## src/rtl/io_port_pkg.sv

```systemverilog
// Shared sizing constants for the processor I/O port blocks.
package io_port_pkg;

  localparam int unsigned DATA_W = 16;
  localparam int unsigned DEPTH  = 4;
  localparam int unsigned PTR_W  = $clog2(DEPTH);
  localparam int unsigned CNT_W  = PTR_W + 1;

endpackage : io_port_pkg

```

## src/rtl/port_fifo_mem.sv

```systemverilog
// DEPTH x DATA_W register file: synchronous write, asynchronous read.
module port_fifo_mem #(
  parameter int unsigned DATA_W = io_port_pkg::DATA_W,
  parameter int unsigned DEPTH  = io_port_pkg::DEPTH,
  parameter int unsigned PTR_W  = $clog2(DEPTH)
) (
  input  logic              clk,
  input  logic              we,
  input  logic [PTR_W-1:0]  waddr,
  input  logic [DATA_W-1:0] wdata,
  input  logic [PTR_W-1:0]  raddr,
  output logic [DATA_W-1:0] rdata
);

  logic [DATA_W-1:0] mem [DEPTH];

  // Storage write; contents are deliberately left unreset.
  always_ff @(posedge clk) begin
    if (we) begin
      mem[waddr] <= wdata;
    end
  end

  assign rdata = mem[raddr];

endmodule : port_fifo_mem

```

## src/rtl/output_port_fifo.sv

```systemverilog
// Output port buffer between processor OUT instructions and an external
// valid/ready sink. Pointer, occupancy and overflow state live here; the
// word storage is in port_fifo_mem.
module output_port_fifo #(
  parameter int unsigned DATA_W = io_port_pkg::DATA_W,
  parameter int unsigned DEPTH  = io_port_pkg::DEPTH
) (
  input  logic                     Clock,
  input  logic                     Reset,
  input  logic                     Out_Write,
  input  logic [DATA_W-1:0]        Output_Data,
  output logic [DATA_W-1:0]        Port_Data,
  output logic                     Port_Valid,
  input  logic                     Port_Ready,
  output logic                     Full,
  output logic [$clog2(DEPTH):0]   Count,
  output logic                     Overflow,
  input  logic                     Overflow_Clear
);

  localparam int unsigned PTR_W = $clog2(DEPTH);
  localparam int unsigned CNT_W = PTR_W + 1;

  logic [PTR_W-1:0]  wr_ptr;
  logic [PTR_W-1:0]  rd_ptr;
  logic [CNT_W-1:0]  count_q;
  logic              overflow_q;
  logic [DATA_W-1:0] head_data;
  logic              pop;
  logic              push;
  logic              drop;

  // Status flags come straight from registered occupancy, so Port_Valid has
  // no combinational dependence on any input.
  assign Port_Valid = (count_q != '0);
  assign Full       = (count_q == CNT_W'(DEPTH));
  assign Count      = count_q;
  assign Overflow   = overflow_q;
  assign Port_Data  = Port_Valid ? head_data : '0;

  // A full FIFO still accepts a write when the head leaves in the same cycle.
  assign pop  = Port_Valid & Port_Ready;
  assign push = Out_Write & (~Full | pop);
  assign drop = Out_Write & ~push;

  // Pointers, occupancy and sticky overflow; reset beats every other update.
  always_ff @(posedge Clock) begin
    if (Reset) begin
      wr_ptr     <= '0;
      rd_ptr     <= '0;
      count_q    <= '0;
      overflow_q <= 1'b0;
    end else begin
      if (push) begin
        wr_ptr <= wr_ptr + PTR_W'(1);
      end
      if (pop) begin
        rd_ptr <= rd_ptr + PTR_W'(1);
      end
      if (push && !pop) begin
        count_q <= count_q + CNT_W'(1);
      end else if (pop && !push) begin
        count_q <= count_q - CNT_W'(1);
      end
      if (drop) begin
        overflow_q <= 1'b1;
      end else if (Overflow_Clear) begin
        overflow_q <= 1'b0;
      end
    end
  end

  port_fifo_mem #(
    .DATA_W (DATA_W),
    .DEPTH  (DEPTH),
    .PTR_W  (PTR_W)
  ) u_mem (
    .clk   (Clock),
    .we    (push & ~Reset),
    .waddr (wr_ptr),
    .wdata (Output_Data),
    .raddr (rd_ptr),
    .rdata (head_data)
  );

endmodule : output_port_fifo

```

## config.mk

```make
export PLATFORM = sky130hd
export DESIGN_NAME = output_port_fifo
export DESIGN_NICKNAME = d
export VERILOG_FILES = /design/src/rtl/io_port_pkg.sv /design/src/rtl/port_fifo_mem.sv /design/src/rtl/output_port_fifo.sv
export SDC_FILE = /design/constraint.sdc
export NUM_CORES = 1
export LEC_CHECK = 0
export ABC_AREA = 1
export CORE_MARGIN = 1.5
export CORE_UTILIZATION = 50
export CTS_BUF_LIST = sky130_fd_sc_hd__clkbuf_8
export DETAILED_ROUTE_END_ITERATION = 10
export HOLD_SLACK_MARGIN = 0.06
export PLACE_DENSITY = 0.76
export SYNTH_ARGS = -nofsm -noshare
export SYNTH_HDL_FRONTEND = slang
export SYNTH_SLANG_ARGS = --single-unit
export TNS_END_PERCENT = 30
```

## constraint.sdc

```tcl
create_clock -name Clock -period 2.4 [get_ports Clock]
set_input_delay 0.72 -clock Clock [delete_from_list [all_inputs] [get_ports Clock]]
set_output_delay 0.72 -clock Clock [all_outputs]
set_load 0.01 [all_outputs]
```

==> run_results.csv <==
group,metric,value,unit
critical_path,end_kind,"primary output",
detailed_routing,drt.antenna.violating_nets,0,
global_routing,grt_pass1_vias,2021,
detailed_routing,drt-pass1-iter-count,4,
critical_path,crit_path_start_kind,"flop",
clock_tree,htree_levels,3,
finish,drive_above_1_share,0.1568,
floorplan,initial_core_util,0.5203,
clock_tree,cts_sinks,74,
logic_synthesis,synth_area,0.003080,sq mm
timing,tightest_slew,0.3382,ns
pwr,power_density,997.4,mW/mm^2
clock_tree,clk_pin_slew,0.08,ns
timing,finalHoldViolations,0,
detailed_routing,drc,0,
floorplan,ios,43,
timing,fmax,432.0,MHz
detailed_routing,finalWirelength,6.002,mm
placement,hpwl,3.881,mm
logic_synthesis,synth_nets,294,
placement,dpl_worst_slack,-0.09441,ns
logic_synthesis,ys_seq_elements,74,
timing,fin_crit,2.315,ns
worst_hold_path,hold_path.class,"reg2reg",
floorplan,core_area,0.005921,sq mm
clock_tree,post_cts_buffers,0,
pwr,p_leak,0.001493,uW
detailed_routing,wire_per_inst,14.53,microns
logic_synthesis,ys_seq_area_frac,0.6889,
logic_synthesis,ys_warn_count,0,
pwr,irDropWorstVdd,0.6953,mV
floorplan,die_area,0.006641,sq mm
global_routing,grt_pass1_wl,9.556,mm
timing,rsz0062_at_grt,"false",
clock_tree,ctsHoldBuffers,0,
finish,stdcell_count,413,
finish,layout.nets,360,
pwr,share_seq_of_total_power,0.399,
clock_tree,cts_buffers,9,
global_routing,antenna_found_initial,0,
job,maxCapViolations,0,
global_routing,grt_overflow,0,
finish,area_delta_synth_final,26.73,%
logic_synthesis,synth.distinct_cells,23,
global_routing,grt_max_degree,21,
global_routing,grtUsageTotal,0.2024,
critical_path,path_class,"reg2out",
pwr,p_clk_frac,0.268,
pwr,p_int,2654,uW
pwr,switching_share,0.3184,
timing,finalCritPeriodShare,0.9644,
pwr,combPwrFrac,0.333,
critical_path,crit_arrival,1.59,ns
pwr,switchingPower,1240,uW
floorplan,die_y,81.49,microns
clock_tree,cts_root_buffer,"clkbuf_8",
clock_tree,cts_tree,"yes",
timing,maxSlewHeadroom,0.7742,
logic_synthesis,syn_area_per_cell,11.54,sq um
floorplan,die_w,81.49,microns
timing,clock_skew,0.01074,ns
outcome,status,"finished, final reports clean",
floorplan,rows,28,
finish,antennaDiodeCount,0,
logic_synthesis,synthCells,267,
clock_tree,insertion_delay,0.35,ns
placement,dp_cells,397,
detailed_routing,viasPerCell,5.121,
timing,worst_slack,0.08543,ns
detailed_routing,drt_iter0_markers,174,
critical_path,cp_data_required_time,1.68,ns
critical_path,crit_fanout,4,
placement,io_buffers,42,
clock_tree,cts_max_path_buffers,2,
timing,drv_slew,0,
placement,globalplace.congestion,0.8057,
detailed_routing,vias,2115,
timing,setup-violations-final,0,
## per-stage QoR
| stage | instance area [sq um] | hold slack, ns | setup TNS [ns] | power, uW | utilization |
|---|---|---|---|---|---|
| 6_report | 3904 | 0.4685 | 0 | 3894 | 0.6593 |
| 5_1_grt | 3904 | 0.5020 | 0 | 4106 | 0.6593 |
| 4_1_cts | 3906 | 0.4700 | 0 | 3921 | 0.6598 |
| 3_5_place_dp | 3697 | 0.4608 | -0.1213 | 2987 | 0.6245 |
| 3_3_place_gp | 3697 | 0.4496 | -0.05494 | 2957 | 0.6245 |
| 2_1_floorplan | 3080 | 0.4587 | 0 | 2357 | - |
## registers in the layout, summed over array words and instances, names as in the netlist, named ones only
name       count
u_mem.mem     64
Overflow       1
wr_ptr         2
rd_ptr         2
Count          3
## logic make-up (layout without fill, tap and decap cells)
family / after synthesis / in the layout / synth area share
xor+xnor: 1 / 1 / 0.002844
compound gates: 55 / 55 / 0.08936
flops: 74 / 74 / 0.6889
buf+inv: 31 / 102 / 0.05849
simple gates: 100 / 100 / 0.1336
fa+ha+maj: 6 / 6 / 0.02681
## final timing paths
kind / slack [ns] / cells after the start / from / to
worst max-delay path: 0.09 / 3 / Count[1] / Full
worst min-delay path: 0.47 / 2 / Overflow / Overflow
worst max register to register: 0.56 / 11 / Count[1] / Count[2]
worst min register to register: 0.47 / 2 / Overflow / Overflow
## layer usage
metal / share of wire / up-vias / GRT usage
met5: 0 / - / 0
met4: 0.018 / 0 / 0.08793
met3: 0.049 / 10 / 0.05889
met2: 0.53 / 53 / 0.3471
met1: 0.40 / 1013 / 0.2359
li1: - / 1039 / -
## cells in the final DEF, fill, tap and decap left out, types with 2 or more instances in the layout
cell / n
inv_4: 2
bufinv_16: 2
dlygate4sd2_1: 14
edfxtp_1: 64
inv_2: 4
nand2_2: 2
nor2_1: 75
buf_4: 21
ha_1: 5
nand2_1: 13
clkdlybuf4s50_1: 26
o21ai_1: 30
a21oi_1: 22
dfxtp_1: 8
buf_12: 2
nand3_1: 5
clkbuf_8: 9
inv_1: 15
o21ai_0: 3
## power by group through the flow
stage                     registers [uW]  logic, uW  clock network, uW
after detailed placement            1570       1410                  0
final                               1550       1300               1040
after floorplan                     1580        773                  0
after global placement              1570       1390                  0
after global routing                1560       1440               1100
after CTS                           1550       1310               1050
## layout make-up
cell class	count	area (sq um)
Sequential cell	74	2127
Fill cell	447	2017
Multi-Input combinational cell	162	778.2
Timing Repair Buffer	66	606.8
Clock buffer	9	123.9
Clock inverter	7	93.84
Tap cell	75	93.84
Inverter	20	80.08
## synth_stat cells
master | instances | area (sq um)
nor2_1 | 75 | 281.5
edfxtp_1 | 64 | 1922
o21ai_1 | 30 | 150.1
a21oi_1 | 22 | 110.1
inv_1 | 14 | 52.55
nand2_1 | 13 | 48.80
dfxtp_1 | 10 | 200.2
buf_6 | 6 | 67.56
ha_1 | 5 | 62.56
inv_2 | 5 | 18.77
nand3_1 | 5 | 25.02
buf_4 | 4 | 30.03
o21ai_0 | 3 | 15.01
nand2_2 | 2 | 12.51
buf_2 | 1 | 5.000
fa_1 | 1 | 20.02
inv_4 | 1 | 6.260
nand2_4 | 1 | 11.26
nand3_2 | 1 | 10.01
nand4_1 | 1 | 6.260
nor2_4 | 1 | 11.26
nor3_1 | 1 | 5.000
xor2_1 | 1 | 8.760
## what timing repair did
item,4_1_cts,5_1_grt
gates cloned,0,0
gates resized for setup,21,3
endpoints found under the setup margin,16,2
## worst max-delay path, cell delays in order (launching register included)
cell and delay [ns]:
dfxtp_1 0.34, buf_4 0.16, nor3_1 0.18, clkdlybuf4s50_1 0.56
Power figures use the tool's default switching activity.
